File: src/rtl/jk_drive_sequencer_if.sv
// Request/response and JK-bank drive signals of jk_drive_sequencer.
// The slave modport is the sequencer; the master modport is the requester plus bank.
interface jk_drive_sequencer_if #(
  parameter int WIDTH = 4
);
  logic             req_valid;
  logic             req_ready;
  logic [WIDTH-1:0] req_target;
  logic [1:0]       req_mode;
  logic [WIDTH-1:0] q_in;
  logic [WIDTH-1:0] j_out;
  logic [WIDTH-1:0] k_out;
  logic             busy;
  logic             resp_valid;
  logic             resp_ok;
  logic [3:0]       resp_retries;

  modport slave (
    input  req_valid, req_target, req_mode, q_in,
    output req_ready, j_out, k_out, busy, resp_valid, resp_ok, resp_retries
  );

  modport master (
    output req_valid, req_target, req_mode, q_in,
    input  req_ready, j_out, k_out, busy, resp_valid, resp_ok, resp_retries
  );
endinterface

File: src/rtl/jk_drive_sequencer.sv
// Drives a bank of JK flip-flops toward a requested state for one edge at a time,
// verifies the result and retries up to MAX_RETRY times before reporting.
module jk_drive_sequencer #(
  parameter int WIDTH     = 4,
  parameter int MAX_RETRY = 2
) (
  input  logic                 clk,
  input  logic                 rst,
  jk_drive_sequencer_if.slave  bus
);

  typedef enum logic [1:0] {IDLE, DRIVE, CHECK} state_t;

  localparam logic [3:0] RETRY_LIMIT = 4'(MAX_RETRY);

  state_t           state_q, state_n;
  logic [WIDTH-1:0] target_q, target_n;
  logic [1:0]       mode_q, mode_n;
  logic [3:0]       retry_q, retry_n;
  logic [WIDTH-1:0] j_q, j_n;
  logic [WIDTH-1:0] k_q, k_n;
  logic             ready_q, ready_n;
  logic             busy_q, busy_n;
  logic             rv_q, rv_n;
  logic             ok_q, ok_n;
  logic [3:0]       rtr_q, rtr_n;

  // Returns {j, k}; mode 2'b11 falls back to minimal excitation.
  function automatic logic [2*WIDTH-1:0] excite(input logic [WIDTH-1:0] q,
                                                input logic [WIDTH-1:0] t,
                                                input logic [1:0]       mode);
    logic [WIDTH-1:0] j;
    logic [WIDTH-1:0] k;
    case (mode)
      2'b01: begin
        j = q ^ t;
        k = q ^ t;
      end
      2'b10: begin
        j = t;
        k = ~t;
      end
      default: begin
        j = ~q & t;
        k = q & ~t;
      end
    endcase
    return {j, k};
  endfunction

  always_comb begin
    state_n  = state_q;
    target_n = target_q;
    mode_n   = mode_q;
    retry_n  = retry_q;
    j_n      = '0;
    k_n      = '0;
    rv_n     = 1'b0;
    ok_n     = ok_q;
    rtr_n    = rtr_q;

    case (state_q)
      IDLE: begin
        if (bus.req_valid && ready_q) begin
          target_n   = bus.req_target;
          mode_n     = bus.req_mode;
          retry_n    = '0;
          {j_n, k_n} = excite(bus.q_in, bus.req_target, bus.req_mode);
          state_n    = DRIVE;
        end
      end
      DRIVE: state_n = CHECK;
      CHECK: begin
        if (bus.q_in == target_q) begin
          state_n = IDLE;
          rv_n    = 1'b1;
          ok_n    = 1'b1;
          rtr_n   = retry_q;
        end else if (retry_q < RETRY_LIMIT) begin
          retry_n    = retry_q + 4'd1;
          {j_n, k_n} = excite(bus.q_in, target_q, mode_q);
          state_n    = DRIVE;
        end else begin
          state_n = IDLE;
          rv_n    = 1'b1;
          ok_n    = 1'b0;
          rtr_n   = RETRY_LIMIT;
        end
      end
      default: state_n = IDLE;
    endcase

    // Handshake flags are registered copies of where the FSM is heading.
    ready_n = (state_n == IDLE);
    busy_n  = (state_n != IDLE);
  end

  always_ff @(posedge clk) begin
    if (rst) begin
      state_q <= IDLE;
      retry_q <= '0;
      j_q     <= '0;
      k_q     <= '0;
      ready_q <= 1'b1;
      busy_q  <= 1'b0;
      rv_q    <= 1'b0;
      ok_q    <= 1'b0;
      rtr_q   <= '0;
    end else begin
      state_q <= state_n;
      retry_q <= retry_n;
      j_q     <= j_n;
      k_q     <= k_n;
      ready_q <= ready_n;
      busy_q  <= busy_n;
      rv_q    <= rv_n;
      ok_q    <= ok_n;
      rtr_q   <= rtr_n;
    end
  end

  // The latched request is only meaningful while busy, so it carries no reset.
  always_ff @(posedge clk) begin
    target_q <= target_n;
    mode_q   <= mode_n;
  end

  assign bus.req_ready    = ready_q;
  assign bus.busy         = busy_q;
  assign bus.j_out        = j_q;
  assign bus.k_out        = k_q;
  assign bus.resp_valid   = rv_q;
  assign bus.resp_ok      = ok_q;
  assign bus.resp_retries = rtr_q;

endmodule

File: src/flat_wrapper.sv
// flat-port wrapper written by rule: the top's interface ports become plain ports
module jk_drive_sequencer_flat 
#(
  parameter int WIDTH     = 4,
  parameter int MAX_RETRY = 2
)
  (clk, rst, bus_req_valid, bus_req_target, bus_req_mode, bus_q_in, bus_req_ready, bus_j_out, bus_k_out, bus_busy, bus_resp_valid, bus_resp_ok, bus_resp_retries);
  jk_drive_sequencer_if #(.WIDTH(WIDTH)) bus_i ();
  input  logic clk;
  input  logic rst;
  input wire logic [$bits(bus_i.req_valid)-1:0] bus_req_valid;
  input wire logic [$bits(bus_i.req_target)-1:0] bus_req_target;
  input wire logic [$bits(bus_i.req_mode)-1:0] bus_req_mode;
  input wire logic [$bits(bus_i.q_in)-1:0] bus_q_in;
  output wire logic [$bits(bus_i.req_ready)-1:0] bus_req_ready;
  output wire logic [$bits(bus_i.j_out)-1:0] bus_j_out;
  output wire logic [$bits(bus_i.k_out)-1:0] bus_k_out;
  output wire logic [$bits(bus_i.busy)-1:0] bus_busy;
  output wire logic [$bits(bus_i.resp_valid)-1:0] bus_resp_valid;
  output wire logic [$bits(bus_i.resp_ok)-1:0] bus_resp_ok;
  output wire logic [$bits(bus_i.resp_retries)-1:0] bus_resp_retries;
  assign bus_i.req_valid = bus_req_valid;
  assign bus_i.req_target = bus_req_target;
  assign bus_i.req_mode = bus_req_mode;
  assign bus_i.q_in = bus_q_in;
  assign bus_req_ready = bus_i.req_ready;
  assign bus_j_out = bus_i.j_out;
  assign bus_k_out = bus_i.k_out;
  assign bus_busy = bus_i.busy;
  assign bus_resp_valid = bus_i.resp_valid;
  assign bus_resp_ok = bus_i.resp_ok;
  assign bus_resp_retries = bus_i.resp_retries;
  jk_drive_sequencer #(.WIDTH(WIDTH), .MAX_RETRY(MAX_RETRY)) u_core (.clk(clk), .rst(rst), .bus(bus_i));
endmodule
File: config.mk
export PLATFORM = sky130hd
export DESIGN_NAME = jk_drive_sequencer_flat
export DESIGN_NICKNAME = d
export VERILOG_FILES = /design/src/rtl/jk_drive_sequencer_if.sv /design/src/rtl/jk_drive_sequencer.sv /design/src/flat_wrapper.sv
export SDC_FILE = /design/constraint.sdc
export NUM_CORES = 1
export LEC_CHECK = 0
export BUFFER_PORTS_ARGS = -buffer_cell sky130_fd_sc_hd__buf_2
export CORE_UTILIZATION = 48
export CTS_CLUSTER_DIAMETER = 80
export DETAILED_ROUTE_END_ITERATION = 12
export PLACE_DENSITY = 0.8
export SETUP_SLACK_MARGIN = 0.4
export SYNTH_ARGS = -nofsm -noshare
export SYNTH_HDL_FRONTEND = slang
export SYNTH_SLANG_ARGS = --single-unit
File: constraint.sdc
create_clock -name clk -period 1.99 [get_ports clk]
set_input_delay 0.4975 -clock clk [delete_from_list [all_inputs] [get_ports clk]]
set_output_delay 0.4975 -clock clk [all_outputs]
set_load 0.02 [all_outputs]
# Word level (Yosys, flattened, before mapping)
# Cells that the tools add are included.
[word_totals]
output_inout_bits = 16
input_bits = 13
ramBits = 0
n_memories = 0
word_cells = 69
romBits = 0
latchBits = 0
register_bits = 28
[op_classes]
div_mod_pow = 0
n_shift = 0
mul = 0
order_cmp = 1
muxes = 26
n_bitwise = 10
n_reduce_logical = 9
n_addsub = 1
eq_ne = 11
[ops]
columns = ["op", "n"]
rows = [
  ["4-bit case mux with 2 select lines", 7],
  ["4-bit two-way mux", 11],
  ["4-bit AND", 4],
  ["4-bit inverter", 3],
  ["4-bit XOR", 2],
  ["2-bit by 1-bit == test with 1-bit output (second input constant)", 3],
  ["2-bit == test (second input constant)", 3],
  ["2-bit by 1-bit inequality test with 1-bit output (second input constant)", 3],
  ["2-bit case mux with 3 select lines", 1],
  ["1-bit two-way mux", 5],
  ["4-bit by 1-bit adder with 4-bit output (second input constant)", 1],
  ["4-bit == test", 1],
  ["2-bit logical NOT", 2],
  ["4-bit by 2-bit < comparator with 1-bit output (second input constant)", 1],
  ["2-bit two-way mux", 2],
  ["2-bit AND reduction", 2],
  ["4-bit AND reduction", 1],
  ["2-bit nonzero test", 2],
  ["2-bit inequality test (second input constant)", 1],
  ["2-bit OR reduction", 1],
  ["1-bit logical AND", 1],
  ["1-bit inverter", 1],
]

# Depth between registers and ports, before layout
[logic_depth]
ltp_word = 6
ltp_mapped = 6
depth_no_buf = 5

# Least setup slack after synthesis
# No wires, ideal clock.
[synth_path]
kind = "input -> register"
from = "input port bus_q_in[0]"
to = "register u_core.rtr_q[2], in the netlist u_core.bus.resp_retries[2]"
slack_ns = 0.423
n_path_buf = 0
t_arrival_ns = 1.450
stages = 5
path_cell_list = "inv_1 > ha_1 > nand4_2 > a21o_1 > a32o_1"
[synth_between]
elab_chain_len = 3
word_cells_on_any_way = 4
classes_between = "eq/ne: 2; mux: 1; reduce/logical: 1"
[synth_rtl]
columns = ["element", "line", "rtl"]
rows = [
  ["from (decl)", "flat_wrapper.sv:14", "input wire logic [$bits(bus_i.q_in)-1:0] bus_q_in;"],
  ["4-bit == test (*)", "jk_drive_sequencer.sv:74", "if (bus.q_in == target_q) begin"],
  ["2-bit by 1-bit inequality test with 1-bit output (no line)", "n/a", ""],
  ["2-bit AND reduction (no line)", "n/a", ""],
  ["to (signal assigned)", "jk_drive_sequencer.sv:118", "rtr_q <= rtr_n;"],
  ["to (decl)", "jk_drive_sequencer.sv:26", "logic [3:0] rtr_q, rtr_n;"],
]
# Every way passes the cells marked *; elsewhere a longest branch is shown, timed or not.
# A chain may end at the register's enable or synchronous reset.

# Worst setup path after layout
[layout_path]
from = "register u_core.target_q[0]"
to = "register u_core.rtr_q[2], in the netlist u_core.bus.resp_retries[2]"
[layout_between]
elab_chain_len = 3
word_cells_on_any_way = 4
classes_between = "eq/ne: 2; mux: 1; reduce/logical: 1"
[layout_rtl]
columns = ["element", "line", "rtl"]
rows = [
  ["from (decl)", "jk_drive_sequencer.sv:17", "logic [WIDTH-1:0] target_q, target_n;"],
  ["from (signal assigned)", "jk_drive_sequencer.sv:124", "target_q <= target_n;"],
  ["4-bit == test (*)", "jk_drive_sequencer.sv:74", ""],
  ["2-bit by 1-bit inequality test with 1-bit output (no line)", "n/a", ""],
  ["2-bit AND reduction (no line)", "n/a", ""],
]
# Marks and branches as above.

==> results.yml <==
status:
  outcome: "completed"
pwr:
  combPwrFrac: 0.271
  p_switching_mw: 0.3720
  peakVddDrop_mv: 0.3234
  power.leakage_nw: 0.8622
  sequentialPowerShare: 0.527
  power_density_mw_per_mm2: 621.8
  clock_power_share: 0.202
  switching_share: 0.3083
  p_int_mw: 0.8347
global_route:
  grt_pass1_vias: 1277
  grt_overflow_total: 0
  antenna_found_initial: 0
  grt_pass1_wl_mm: 5.775
  track_usage: 0.2148
  grt_max_degree: 17
worst_setup_path:
  crit_family: "compound AO/OA/AOI/OAI gates"
  rrSetupSlack_ns: 0.44
  r2r_cells: 4
  worst-path-max-fanout: 6
  r2r-end: "u_core.bus.resp_retries[2]"
  arrival_ns: 1.77
  required_ns: 2.22
  cp-end-kind: "flop"
  cp_num_buf_inv: 0
  worstSetupPathType: "flop to flop"
  cp-startpoint: "u_core.target_q[0]"
  worstPathCellList: "ha_4 -> nand4_4 -> a21o_1 -> a32o_1"
  worstSetupEndpoint: "u_core.bus.resp_retries[2]"
  crit_path_max_incr_delay_ns: 0.49
  setup.worst_path.start_class: "flop"
  r2r_start: "u_core.target_q[0]"
  slowest_stage: "edfxtp_1"
  cp.depth: 4
clock_tree:
  clock_latency_ns: 0.33
  htreeDepth: 1
  cts_tree: "yes"
  clock-sinks: 28
  clk_pin_slew_ns: 0.16
  cts_buffer_depth: 2
  cts_root_buf: "clkbuf_4"
  cts-buffers-inserted: 3
layout:
  area_growth_pct: 19.22
  layout.nets: 232
  n_antenna_cell: 0
  drive_gt1_frac: 0.2538
  final_util: 0.6204
synth:
  synth_area_leaders: "dfxtp_1 27%, ha_1 16%, edfxtp_1 11%"
  netlist.area_leader.share: 0.2706
  syn-num-nets: 198
  syn_area_per_cell_um2: 9.926
  synth_simple_gate_area_frac: 0.2206
  synth_cell_types: 36
  synth_fa_ha_area_frac: 0.1614
  synth_xor_area_frac: 0
  synth_top_family_by_area: "simple AND/OR/NAND/NOR gates"
  synth_compound_area_frac: 0.1829
  synth_top_area_cell: "dfxtp_1"
  netlist_instances: 164
  syn_area_mm2: 0.001628
  synth-seq-area-share: 0.3812
  yosys_warnings: 0
  synthMuxAreaShare: 0
  ys_seq_elements: 28
detailed_routing:
  vias_per_cell: 5.357
  routed_wl_mm: 3.477
  via_count: 1291
  drc: 0
  drt_iter0_drc: 84
  ant_nets: 0
  drt_pass1_iterations: 5
  wire_per_inst_um: 14.43
die:
  core_area_mm2: 0.003128
  start_util: 0.5204
  io_pins: 29
  dieArea_mm2: 0.003628
  dieHeight_um: 60.24
  fp.dieW_um: 60.24
  rows: 20
timing:
  skew_ns: 0.01409
  worst_slew_pin_slew_ns: 0.4377
  hold_viol: 0
  fmax_mhz: 645.3
  period_needed_ns: 1.550
  maxSlewHeadroom: 0.7082
  fin_crit_sh: 0.7787
  slew_violations: 0
  rsz0062_at_grt: "yes"
  setup_violations: 0
  finalSetupTns_ns: 0
placed_design:
  portBuffers: 28
  hpwl_mm: 2.538
  place_congestion: 0.8381
min_path:
  hold_path.class: "input pin to flop"
  min_path_cells: 1
job:
  maxCapViolCount: 0
==> how the worst min path moves through the flow <==
stage | end | from
floorplan | u_core.retry_q[0] | u_core.retry_q[0]
global placement | u_core.bus.resp_retries[0] | u_core.bus.resp_retries[0]
detailed placement | u_core.bus.resp_retries[0] | u_core.bus.resp_retries[0]
CTS | u_core.mode_q[1] | bus_req_mode[1]
global route | u_core.mode_q[1] | bus_req_mode[1]
finish | u_core.mode_q[1] | bus_req_mode[1]
==> synthesized netlist by cell type (all sizes together) <==
cell type  instances
dfxtp             22
ha                21
nand4              1
a41oi              1
nand3              4
nor2               4
o31ai              8
a31o               1
a21oi              3
edfxtp             6
nor2b             21
nand2              3
nor3               3
buf                1
nor3b              2
inv               17
a21o               1
o21ai              2
o221a              1
o32ai              8
clkinv             2
o2bb2ai            1
a211oi             8
and4               1
clkbuf             3
a32o               2
and2               5
a31oi              1
a2bb2o             1
nand2b            10
==> area by class of cell <==
cell class	instances	area [µm²]
timing repair buffer	33	177.7
clock buffer	4	26.28
inverter	19	72.57
sequential	28	620.6
fill	283	1187
multi-input combinational	113	988.4
tap	44	55.05
==> metrics by stage <==
stage	std cells	area (µm²)	total power, mW	worst slack [ns]	hold slack [ns]
global placement	232	1808	0.9201	0.1950	0.4384
detailed placement	232	1808	0.9374	0.1260	0.4401
finish	241	1941	1.207	0.4403	0.3862
global route	241	1941	1.285	0.3712	0.3591
floorplan	164	1628	0.8524	0.4225	0.4565
CTS	238	1866	1.190	0.4050	0.3739
==> cell families (layout without fill, tap and decap cells) <==
kind of cell,after synthesis,count (layout)
compound gates,38,38
fa+ha+maj,21,21
buf+inv,23,56
flops,28,28
simple gates,54,54
==> registers in the layout, summed over array words and instances, names as in the netlist, 2 cells and up <==
name                     count
u_core.bus.j_out             4
u_core.bus.k_out             4
u_core.bus.resp_retries      4
u_core.retry_q               4
u_core.target_q              4
u_core.mode_q                2
u_core.state_q               2
==> cell usage in the layout (no fill, tap or decap), drive strengths merged <==
master    n
nand3     4
edfxtp    6
o32ai     8
and2      5
a32o      2
o31ai     8
nor2b    21
a41oi     1
clkbuf    4
a31o      1
a2bb2o    1
ha       21
and4      1
nand4     1
a211oi    8
buf      33
o21ai     2
a21oi     3
nor2      4
nor3      3
dfxtp    22
nand2     3
a21o      1
o2bb2ai   1
inv      17
o221a     1
a31oi     1
nand2b   10
clkinv    2
nor3b     2
==> timing repair <==
action	CTS	global route
setup endpoints to repair	3	8
gates resized for setup	2	5
setup buffers	2	3
hold buffers	0	0
pin swaps	0	3
==> layer usage <==
layer  share of wire  up-vias  track usage
met2            0.50       24       0.3909
met5               0        -            0
met1            0.45      617       0.2576
met4          0.0055        0      0.05648
met3           0.036        2      0.03463
li1                -      648            -
==> power by group through the flow <==
| stage | Clock, mW | Sequential (mW) | Combinational [mW] |
|---|---|---|---|
| 3_3_place_gp | 0 | 0.645 | 0.275 |
| 5_1_grt | 0.282 | 0.641 | 0.362 |
| 3_5_place_dp | 0 | 0.648 | 0.290 |
| 6_report | 0.244 | 0.636 | 0.327 |
| 2_1_floorplan | 0 | 0.666 | 0.187 |
| 4_1_cts | 0.252 | 0.633 | 0.304 |
Note: power is estimated with default switching activity, not from simulation.
